--- config.mk ---
export PLATFORM = sky130hd
export DESIGN_NAME = key_press_counter_flat
export DESIGN_NICKNAME = d
export VERILOG_FILES = /design/src/rtl/key_press_counter_if.sv /design/src/rtl/key_press_counter.sv /design/src/flat_wrapper.sv
export SDC_FILE = /design/constraint.sdc
export NUM_CORES = 1
export LEC_CHECK = 0
export ABC_AREA = 1
export ABC_CLOCK_PERIOD_IN_PS = 3550
export CAP_MARGIN = 20
export CELL_PAD_IN_SITES_DETAIL_PLACEMENT = 0
export CELL_PAD_IN_SITES_GLOBAL_PLACEMENT = 1
export CORE_MARGIN = 5
export CORE_UTILIZATION = 37
export DETAILED_ROUTE_END_ITERATION = 12
export PLACE_DENSITY = 0.8
export SYNTH_ARGS = -nofsm -noshare
export SYNTH_HDL_FRONTEND = slang
export SYNTH_SLANG_ARGS = --single-unit
--- constraint.sdc ---
create_clock -name clk -period 3.55 [get_ports clk]
set_input_delay 0.355 -clock clk [delete_from_list [all_inputs] [get_ports clk]]
set_output_delay 0.355 -clock clk [all_outputs]
set_load 0.01 [all_outputs]
--- src/rtl/key_press_counter_if.sv ---
// rtl/key_press_counter_if.sv - byte-strobe input and count/key-state outputs of key_press_counter
//
// Purpose : groups the PS/2 byte strobe with the press-count and held-key outputs.
// Signals :
//   data     [7:0]            scan-code byte, valid while ready is high
//   ready                     one-cycle byte strobe
//   mycount  [COUNT_WIDTH-1:0] accepted presses, modulo 2^COUNT_WIDTH
//   key_down                  a tracked key is currently held
//   cur_code [7:0]            scan code of the held or last pressed key
//   cur_ext                   that key was E0-extended
// Modports: master = byte source (PS/2 receiver side), slave = key_press_counter.
interface key_press_counter_if #(
  parameter int COUNT_WIDTH = 8
);
  logic [7:0]             data;
  logic                   ready;
  logic [COUNT_WIDTH-1:0] mycount;
  logic                   key_down;
  logic [7:0]             cur_code;
  logic                   cur_ext;

  modport master (
    output data, ready,
    input  mycount, key_down, cur_code, cur_ext
  );

  modport slave (
    input  data, ready,
    output mycount, key_down, cur_code, cur_ext
  );
endinterface

--- src/rtl/key_press_counter.sv ---
// rtl/key_press_counter.sv - counts distinct PS/2 key presses, ignoring typematic repeats and releases
//
// Purpose : decodes E0/F0 prefixes from the PS/2 byte stream, tracks the held key and
//           counts each new make code once.
// Ports   :
//   clk    in  system clock, rising edge
//   reset  in  asynchronous, active-high reset
//   bus    slave modport of key_press_counter_if (data/ready in; mycount, key_down,
//          cur_code, cur_ext out, all registered)
module key_press_counter #(
  parameter int COUNT_WIDTH = 8
) (
  input logic              clk,
  input logic              reset,
  key_press_counter_if.slave bus
);

  localparam logic [1:0] ST_IDLE    = 2'd0;
  localparam logic [1:0] ST_EXT     = 2'd1;
  localparam logic [1:0] ST_BRK     = 2'd2;
  localparam logic [1:0] ST_EXT_BRK = 2'd3;

  localparam logic [7:0] CODE_EXT = 8'hE0;
  localparam logic [7:0] CODE_BRK = 8'hF0;

  logic [1:0]             state;
  logic [1:0]             state_nxt;
  logic [COUNT_WIDTH-1:0] count_q;
  logic                   key_down_q;
  logic [7:0]             cur_code_q;
  logic                   cur_ext_q;

  logic                   is_make;
  logic                   is_brk;
  logic                   code_ext;
  logic                   filtered;
  logic                   tracked;

  // Keyboard housekeeping bytes; only dropped when no prefix is pending.
  assign filtered = (bus.data == 8'hAA) || (bus.data == 8'hFA) ||
                    (bus.data == 8'hFE) || (bus.data == 8'h00);

  // Incoming code names the key currently being tracked as held.
  assign tracked = key_down_q && (bus.data == cur_code_q) && (code_ext == cur_ext_q);

  always_comb begin
    state_nxt = state;
    is_make   = 1'b0;
    is_brk    = 1'b0;
    code_ext  = 1'b0;
    case (state)
      ST_IDLE: begin
        if (bus.data == CODE_EXT) begin
          state_nxt = ST_EXT;
        end else if (bus.data == CODE_BRK) begin
          state_nxt = ST_BRK;
        end else if (!filtered) begin
          is_make = 1'b1;
        end
      end
      ST_EXT: begin
        code_ext = 1'b1;
        if (bus.data == CODE_BRK) begin
          state_nxt = ST_EXT_BRK;
        end else if (bus.data != CODE_EXT) begin
          is_make   = 1'b1;
          state_nxt = ST_IDLE;
        end
      end
      ST_BRK: begin
        if (bus.data == CODE_EXT) begin
          state_nxt = ST_EXT_BRK;
        end else if (bus.data != CODE_BRK) begin
          is_brk    = 1'b1;
          state_nxt = ST_IDLE;
        end
      end
      default: begin
        code_ext = 1'b1;
        if ((bus.data != CODE_EXT) && (bus.data != CODE_BRK)) begin
          is_brk    = 1'b1;
          state_nxt = ST_IDLE;
        end
      end
    endcase
  end

  always_ff @(posedge clk or posedge reset) begin
    if (reset) begin
      state      <= ST_IDLE;
      count_q    <= '0;
      key_down_q <= 1'b0;
      cur_code_q <= 8'h00;
      cur_ext_q  <= 1'b0;
    end else if (bus.ready) begin
      state <= state_nxt;
      // A repeat of the held key is typematic and leaves everything unchanged;
      // any other make (including a second key while one is held) counts and
      // becomes the tracked key.
      if (is_make && !tracked) begin
        count_q    <= count_q + COUNT_WIDTH'(1);
        cur_code_q <= bus.data;
        cur_ext_q  <= code_ext;
        key_down_q <= 1'b1;
      end
      // Only releasing the tracked key clears key_down; releasing a key that
      // was superseded is ignored.
      if (is_brk && tracked) begin
        key_down_q <= 1'b0;
      end
    end
  end

  assign bus.mycount  = count_q;
  assign bus.key_down = key_down_q;
  assign bus.cur_code = cur_code_q;
  assign bus.cur_ext  = cur_ext_q;

endmodule

--- src/flat_wrapper.sv ---
// flat-port wrapper written by rule: the top's interface ports become plain ports
module key_press_counter_flat 
#(
  parameter int COUNT_WIDTH = 8
)
  (clk, reset, bus_data, bus_ready, bus_mycount, bus_key_down, bus_cur_code, bus_cur_ext);
  key_press_counter_if #(.COUNT_WIDTH(COUNT_WIDTH)) bus_i ();
  input logic clk;
  input logic reset;
  input wire logic [$bits(bus_i.data)-1:0] bus_data;
  input wire logic [$bits(bus_i.ready)-1:0] bus_ready;
  output wire logic [$bits(bus_i.mycount)-1:0] bus_mycount;
  output wire logic [$bits(bus_i.key_down)-1:0] bus_key_down;
  output wire logic [$bits(bus_i.cur_code)-1:0] bus_cur_code;
  output wire logic [$bits(bus_i.cur_ext)-1:0] bus_cur_ext;
  assign bus_i.data = bus_data;
  assign bus_i.ready = bus_ready;
  assign bus_mycount = bus_i.mycount;
  assign bus_key_down = bus_i.key_down;
  assign bus_cur_code = bus_i.cur_code;
  assign bus_cur_ext = bus_i.cur_ext;
  key_press_counter #(.COUNT_WIDTH(COUNT_WIDTH)) u_core (.clk(clk), .reset(reset), .bus(bus_i));
endmodule
==> results of run 1 <==
[metrics by stage]
| step | setup WS [ns] | total power [mW] | utilization | hold WS (ns) |
|---|---|---|---|---|
| floorplan | 2.16 | 0.676 | - | 0.319 |
| global placement | 1.40 | 0.880 | 0.477 | 0.509 |
| detailed placement | 1.37 | 0.890 | 0.477 | 0.513 |
| CTS | 1.70 | 1.00 | 0.483 | 0.506 |
| global route | 1.51 | 1.08 | 0.483 | 0.549 |
| finish | 1.69 | 0.986 | 0.483 | 0.487 |
[power by group through the flow]
stage	Combinational [mW]	Sequential (mW)	Clock, mW
after detailed placement	0.495	0.395	0
after global placement	0.486	0.395	0
final	0.488	0.390	0.107
after CTS	0.496	0.393	0.111
after global routing	0.551	0.406	0.122
after floorplan	0.264	0.412	0
[cell families (layout without fill, tap and decap cells)]
logic type | after synthesis | count (layout)
AND/OR/NAND/NOR | 130 | 130
buffers and inverters | 27 | 55
flip-flops | 20 | 20
XOR/XNOR | 7 | 7
AO/OA/AOI/OAI | 4 | 4
adder cells (fa/ha/maj) | 1 | 1
[cells in the mapped netlist]
cell type	count	share of area
sky130_fd_sc_hd__nand2_1	75	0.22
sky130_fd_sc_hd__nand3_1	24	0.093
sky130_fd_sc_hd__inv_1	23	0.067
sky130_fd_sc_hd__dfrtp_1	20	0.39
sky130_fd_sc_hd__nor2_1	16	0.047
sky130_fd_sc_hd__nor2_2	5	0.024
sky130_fd_sc_hd__xor2_1	4	0.027
sky130_fd_sc_hd__xnor2_1	3	0.020
sky130_fd_sc_hd__a21oi_1	2	0.0078
sky130_fd_sc_hd__buf_4	2	0.012
sky130_fd_sc_hd__nand2_4	2	0.017
sky130_fd_sc_hd__nand3_2	2	0.016
sky130_fd_sc_hd__nor3_1	2	0.0078
sky130_fd_sc_hd__a21oi_2	1	0.0068
sky130_fd_sc_hd__buf_6	1	0.0087
sky130_fd_sc_hd__ha_1	1	0.0097
sky130_fd_sc_hd__inv_2	1	0.0029
sky130_fd_sc_hd__nand2_2	1	0.0048
sky130_fd_sc_hd__nand3b_1	1	0.0058
sky130_fd_sc_hd__nand4_1	1	0.0048
sky130_fd_sc_hd__nor2_4	1	0.0087
sky130_fd_sc_hd__o21ai_0	1	0.0039
[critical path: cells and delay by family]
kind | cells | cell delay, ns
xor gates and xnor gates | 1 | 0.17
buffers and inverters | 1 | 0.58
and+or+nand+nor | 7 | 0.96
[final cells by class]
class	count	area, sq um	share of cell area
tap	46	57.6	0.0354
timing repair buffer	28	280	0.172
inverter	24	90.1	0.0554
sequential	20	500	0.308
clock buffer	3	22.5	0.0139
multi-input combinational	142	674	0.415
[state kept, by name (all words and copies together), names as in the netlist]
register / cells
u_core.bus.cur_ext: 1
u_core.state: 2
u_core.bus.mycount: 8
u_core.bus.cur_code: 8
u_core.bus.key_down: 1
[worst min path at each step]
stage                          startpoint                      to  slack [ns]
floorplan                           reset  u_core.bus.cur_code[0]        0.32
global placement    u_core.bus.mycount[7]   u_core.bus.mycount[7]        0.51
detailed placement  u_core.bus.mycount[7]   u_core.bus.mycount[7]        0.51
CTS                                 reset         u_core.state[0]        0.51
global route                        reset  u_core.bus.cur_code[0]        0.55
finish                              reset         u_core.state[0]        0.49
[layer usage]
| layer | track usage | vias to the layer above |
|---|---|---|
| li1 | - | 637 |
| met1 | 0.154 | 554 |
| met2 | 0.234 | 19 |
| met3 | 0.0320 | 2 |
| met4 | 0.0260 | 0 |
| met5 | 0 | - |
==> results.txt, run 1 <==
For the number of iterations in the first detailed-routing pass, the log shows 4. In this run the worst setup path terminates at u_core.bus.mycount[4]. The worst setup path is launched from an input port.

After synthesis, the largest family of logic cells by area is simple AND/OR/NAND/NOR gates. The total of max-cap violations is 0. The number of placed instances, taps included, is 260.

Net load switching power: 0.412 mW. In this run the cell area of the synthesized design comes to 1290 sq um. The area of all placed cells without fillers is 1630 sq um, and the worst-case headroom to the max-slew limit is 0.489. The area growth from synthesis to layout is 25.9%. The worst-case IR drop observed on VDD is 0.246 mV.

Full die area: 4770 sq um. The worst reg2reg path endpoint was u_core.bus.mycount[4]. The run gives 22 as the distinct cell type count of the synthesized netlist.

The mux share of post-synthesis cell area was 0. The critical path capture point type was a register. In this run, synthesis produced a sequential element count of 20. The adder and majority gate portion of the synthesized area was 0.00969. The final instance count without filler cells came out at 263.

The first global-routing pass estimated 5260 um of wire. In the layout the commonest cells are sky130_fd_sc_hd__nand2_1, sky130_fd_sc_hd__clkdlybuf4s50_1, sky130_fd_sc_hd__nand3_1. Summed over all layers, the routed wires come to 3030 um. At the pin with the least slew margin, the transition time is 0.766 ns. The detailed route wirelength on metal3 is 94 um.

The worst hold-check path type was in2async. The run gives 0 as the number of failing hold endpoints at the final stage. Once the clock tree was built, the setup fixing pass inserted 0 buffers. The complex-gate fraction of the synthesized area was 0.0184. The tools report the post-cts hold buffer count as 0. The overall routing resource usage was 0.129; the share of cells above drive strength 1 was 0.0737. Worst setup slack for register-to-register paths: 1.83 ns. The proportion of synthesized chip area in sequential cells was 0.388; the met1 layer wirelength in the final routing was 1430 um. The startpoint of the worst-slack reg-to-reg timing path was u_core.state[0]. Leaving out fill and tap cells, the most frequent cell in the layout is sky130_fd_sc_hd__nand2_1.

The fraction of the mapped netlist area in simple logic gates works out to 0.447. The tools report the required time of the critical path as 3.75 ns. For the final database, setup skew stands at 0.00155 ns.

TritonCTS built the clock tree. Detailed placement finished with a half-perimeter wire length of 2330 um. The count of nets left with antenna violations once routing finished came out at 0. The internal portion of the total power is 0.574 mW. The flow ran to the end, and the final reports show no timing, DRC or antenna violations. The setup TNS is 0 ns, and the number of nets in the finished design is 231. The combinational share of power was 0.495; the number of clock sinks was 20. After filler insertion, the fill cell instance count of the layout stands at 389.

Via count of the first global-routing pass: 1206. The static leakage power came out at 0.854 nW. The sequential fraction of design power was 0.396; the count of unresolved DRC violations after routing was 0. The post-route clock period utilization works out to 0.524.

The routability congestion estimate from global placement was 0.770; the maximum net fanout on the critical path was 18. The final number of setup-violating endpoints was 0; the total core area was 3360 sq um. 29 I/O pins were placed. The initial antenna violation count was 0.

The most numerous cell type found on the critical path is sky130_fd_sc_hd__nand2_1. The die is 69.1 um wide. The delay of the slowest cell on the worst path came out at 0.58 ns. The worst path needs 1.86 ns of the cycle, external delays included. Static timing analysis puts the maximum clock frequency at 537 MHz.

During placement, the flow inserted port buffers numbering 28. Counting the buffers created by CTS gives 3. For the number of inserted diodes, the log shows 0.

Clock tree synthesis selected as its root buffer the cell sky130_fd_sc_hd__clkbuf_4. The average instance in the mapped netlist occupies 6.83 sq um. The critical path goes through clkdlybuf4s50_1, xor2_1, nor2_1, nand2_1, nor2_2, nor2_4, nand2_4, nand2_1, nand2_1. The largest individual stage delay along the critical path comes from the cell sky130_fd_sc_hd__clkdlybuf4s50_1. The number of max-slew violations in the final report came out at 0. The H-tree level count is 1. The setup path with the least slack is of type in2reg. The latest clock arrival within the worst-skew pair came out at 0.29 ns. The net switching share of the total power is 0.418, and the DRC marker count from the first detailed-route iteration is 47. The critical path starts at bus_data[6].

Setup repair after global routing left no endpoint under its margin. The via total after detailed routing was 1212; the cell area after placement was 1600 sq um. Detailed routing placed a total of 1490 um of wire on met2.

The top metal layer carrying routed signals was met4. The run gives 0.109 as the clock network fraction of total power. Counting along the longest clock path gives a buffer depth of 2. The length in cells of the worst reg-to-reg path was 10; the vertical die dimension was 69.1 um. The tools report the initial standard-cell utilization of the core as 0.384. The tools report the worst path arrival time as 2.06 ns. The logs give 0 for the post-cts gate resize count and 201 for the total nets after synthesis. Number of instances in the synthesized netlist: 189. In the final routed layout, each cell accounts on average for 11.5 um.

Using the TritonRoute via totals, the vias-per-cell ratio works out to 4.61. The floorplan row count came out at 21. The tools report the number of synthesis warnings as 0. The largest net degree at the start of global routing came out at 21. Clock-pin slew was measured on the worst setup and hold paths at 0.11 ns. The ratio of total power to cell area was 607 nW/um^2. The total congestion overflow after global routing was 0; the parity-gate share of the synthesized area counting xor and xnor cells was 0.0475.
No activity file was read; power rests on OpenSTA's default activity.
==> run 2: changes to the inputs <==
--- a/config.mk
+++ b/config.mk
@@ -6,14 +6,14 @@
 export NUM_CORES = 1
 export LEC_CHECK = 0
 export ABC_AREA = 1
-export ABC_CLOCK_PERIOD_IN_PS = 3550
+export ABC_CLOCK_PERIOD_IN_PS = 1650
 export CAP_MARGIN = 20
 export CELL_PAD_IN_SITES_DETAIL_PLACEMENT = 0
 export CELL_PAD_IN_SITES_GLOBAL_PLACEMENT = 1
 export CORE_MARGIN = 5
-export CORE_UTILIZATION = 37
+export CORE_UTILIZATION = 31
 export DETAILED_ROUTE_END_ITERATION = 12
-export PLACE_DENSITY = 0.8
+export PLACE_DENSITY = 0.71
 export SYNTH_ARGS = -nofsm -noshare
 export SYNTH_HDL_FRONTEND = slang
 export SYNTH_SLANG_ARGS = --single-unit
==> constraint.sdc (replaced) <==
create_clock -name clk -period 1.65 [get_ports clk]
set_input_delay 0.165 -clock clk [delete_from_list [all_inputs] [get_ports clk]]
set_output_delay 0.165 -clock clk [all_outputs]
set_load 0.01 [all_outputs]
==> results.txt, run 2 (synthesis results as in run 1) <==
The setup TNS was 0 ns (unchanged); the vertical die dimension was 74.5 um (+7.9%). Number of nets in the finished design: 252 (+9.1%). The min-delay analysis places its worst path in the category in2async.

The worst-case headroom to the max-slew limit is 0.815 (+0.327), and the detailed-route wire length per cell is 12.0 um (+4.3%). The run finished with clean final reports. The pin slew with the least headroom to its limit was 0.276 ns (-0.490 ns); the maximum clock rate was 651 MHz.

The smallest hold slack is 0.227 ns (-0.260 ns). Critical path capture point type: a register. The average via count per standard cell works out to 4.37 (-5.2%). The DRC marker count from the first detailed-route iteration came out at 87 (+85%). Leaving out fill and tap cells, the most frequent cells in the layout are sky130_fd_sc_hd__nand2_1, sky130_fd_sc_hd__nand3_1, sky130_fd_sc_hd__clkdlybuf4s50_1. TritonCTS built the clock tree. The worst path arrival time was 1.69 ns (-0.37 ns); the clock transition at the registers of the reported paths was 0.08 ns (-0.03 ns).

The run gives 5560 sq um (+16%) as the full die area. The sum of routed wire length over all layers was 3470 um (+15%). The total of max-cap violations was 0 (unchanged); the overall routing resource usage was 0.139 (+0.00936).

The run gives 0 (unchanged) as the number of buffers inserted by post-CTS setup repair. The total core area is 4030 sq um (+20%), and the count of buffers inserted at the top-level ports is 28 (unchanged). The half-perimeter wire length of the detailed placement result was 2540 um (+8.7%). The ratio of total power to cell area is 1320 nW/um^2 (+120%), and the number of clock sinks is 20 (unchanged). Traced cell by cell, the critical path runs through clkdlybuf4s50_1, buf_4, nand2_1, nand2_1, nor2_1, nand3_1, nor2_2, nor2_4, nand2_4, nand2_1, nand2_1.

The area of all placed cells without fillers is 1870 sq um (+15%), and the setup slack after layout is 0.115 ns (-1.57 ns). The floorplan row count came out at 23 (+9.5%). The tools report the largest voltage drop on the vdd net as 0.526 mV (+110%). The worst-case setup slack after placement is -0.198 ns (-1.57 ns), and the number of cells in the design after placement is 284 (+9.2%). The cell type with the highest occurrence count on the critical path is sky130_fd_sc_hd__nand2_1. The number of max-slew violations in the final report was 0 (unchanged); the post-detailed-route count of antenna-violating nets was 0 (unchanged).

The delay of the slowest cell on the worst path works out to 0.51 ns (-0.07 ns). The number of I/O pins is 29 (unchanged), and the number of failing hold endpoints at the final stage is 0 (unchanged). The required time of the critical path is 1.81 ns (-1.94 ns), and the post-cts gate resize count is 0 (unchanged). The area growth from synthesis to layout works out to 44.7%. Critical path class: in2reg. The H-tree level count was 1 (unchanged).

Final worst clock skew: 0.00260 ns (+0.00106 ns). The die span in x works out to 74.5 um (+7.9%). The share of cells above drive strength 1 works out to 0.159 (+0.0853). The post-route clock period utilization was 0.930; the clock period minus final worst setup slack was 1.53 ns. The run gives 0.750 (-2.5%) as the routability congestion estimate from global placement. The maximum net fanout on the critical path is 9 (-9), and the via total after detailed routing is 1263 (+4.2%). The final instance count without filler cells is 289 (+9.9%).

The TritonCTS buffer count is 3 (unchanged). STA classifies the critical path startpoint as an input port. The tools report the initial standard-cell utilization of the core as 0.320 (-0.0634).

The via count of the first global-routing pass is 1309 (+8.5%). The maximum clock insertion buffer count was 2 (unchanged); the post-cts hold buffer count was 0 (unchanged). The final number of setup-violating endpoints was 0 (unchanged); the number of inserted diodes was 0 (unchanged).

Cell area after placement: 1780 sq um (+11%). The tools report the count of unresolved DRC violations after routing as 0 (unchanged). The number of iterations in the first detailed-routing pass was 4 (unchanged). The largest net degree at the start of global routing came out at 21 (unchanged).

Leaving out fill and tap cells, the most frequent cell in the layout is sky130_fd_sc_hd__nand2_1. The first-pass GRT wire length is 5970 um (+13%). Initial antenna violation count: 0 (unchanged). The largest individual stage delay along the critical path comes from the cell sky130_fd_sc_hd__clkdlybuf4s50_1. For the latest clock arrival within the worst-skew pair, the log shows 0.26 ns (-0.03 ns).

The run gives 0 (unchanged) as the total congestion overflow after global routing. Root cell of the clock tree: sky130_fd_sc_hd__clkbuf_8. The static leakage power was 1.02 nW (+19%).
==> run 2: cell count changes in the layout (fill, tap and decap cells not counted) <==
cell / change
sky130_fd_sc_hd__buf_12: +2
sky130_fd_sc_hd__buf_4: +18
sky130_fd_sc_hd__clkbuf_4: -3
sky130_fd_sc_hd__clkbuf_8: +4
sky130_fd_sc_hd__clkdlybuf4s50_1: -4
sky130_fd_sc_hd__dlymetal6s2s_1: +4
sky130_fd_sc_hd__nand2_8: +1
==> run 2: through the flow <==
| stage | power (mW) | util |
|---|---|---|
| after global placement | 2.06 | 0.443 |
| after global routing | 2.68 | 0.464 |
| after floorplan | 1.45 | - |
| final | 2.46 | 0.464 |
| after CTS | 2.46 | 0.456 |
| after detailed placement | 2.06 | 0.443 |
==> run 2: area by class of cell <==
cell class	instances	area, sq um
Clock buffer	4	55.1
Fill cell	422	2160
Inverter	24	90.1
Multi-Input combinational cell	143	694
Sequential cell	20	500
Tap cell	50	62.6
Timing Repair Buffer	48	465
==> run 2: path summary, 6_finish.rpt <==
check                                             from                     end  slack, ns  cells after the start
worst min-delay path                             reset   u_core.bus.mycount[6]       0.23                      3
worst max register to register  u_core.bus.cur_code[7]      u_core.bus.cur_ext       0.15                     10
worst min register to register  u_core.bus.cur_code[5]  u_core.bus.cur_code[5]       0.52                      2
min in group clk                           bus_data[6]  u_core.bus.cur_code[6]       0.26                      3
max in group asynchronous                        reset     u_core.bus.key_down       1.20                      3
worst max-delay path                       bus_data[1]      u_core.bus.cur_ext       0.12                     11
==> run 2: layer usage <==
metal	wire length (um)	part of all wire	GRT usage	vias up
li1	-	-	-	681
met1	1700	0.49	0.189	560
met2	1610	0.46	0.229	20
met3	146	0.042	0.0216	2
met4	18	0.0052	0.0356	0
met5	0	0	0	-
==> run 2: worst max-delay path, delay by kind of cell <==
kind | cells | cell delay (ns)
buffers and inverters | 2 | 0.64
and+or+nand+nor | 9 | 0.92
==> run 2: power by group <==
group	internal [mW]	switching, mW	total, mW
logic	0.617	0.609	1.23
registers	0.654	0.192	0.846
clock network	0.213	0.174	0.387
==> run 3: changes to the inputs <==
--- a/config.mk
+++ b/config.mk
@@ -14,6 +14,7 @@
 export CORE_UTILIZATION = 31
 export DETAILED_ROUTE_END_ITERATION = 12
 export PLACE_DENSITY = 0.71
+export SKIP_LAST_GASP = 1
 export SYNTH_ARGS = -nofsm -noshare
 export SYNTH_HDL_FRONTEND = slang
 export SYNTH_SLANG_ARGS = --single-unit
==> results of run 3 <==
Same layout as run 2: the final DEF is identical, and so are final timing and power.
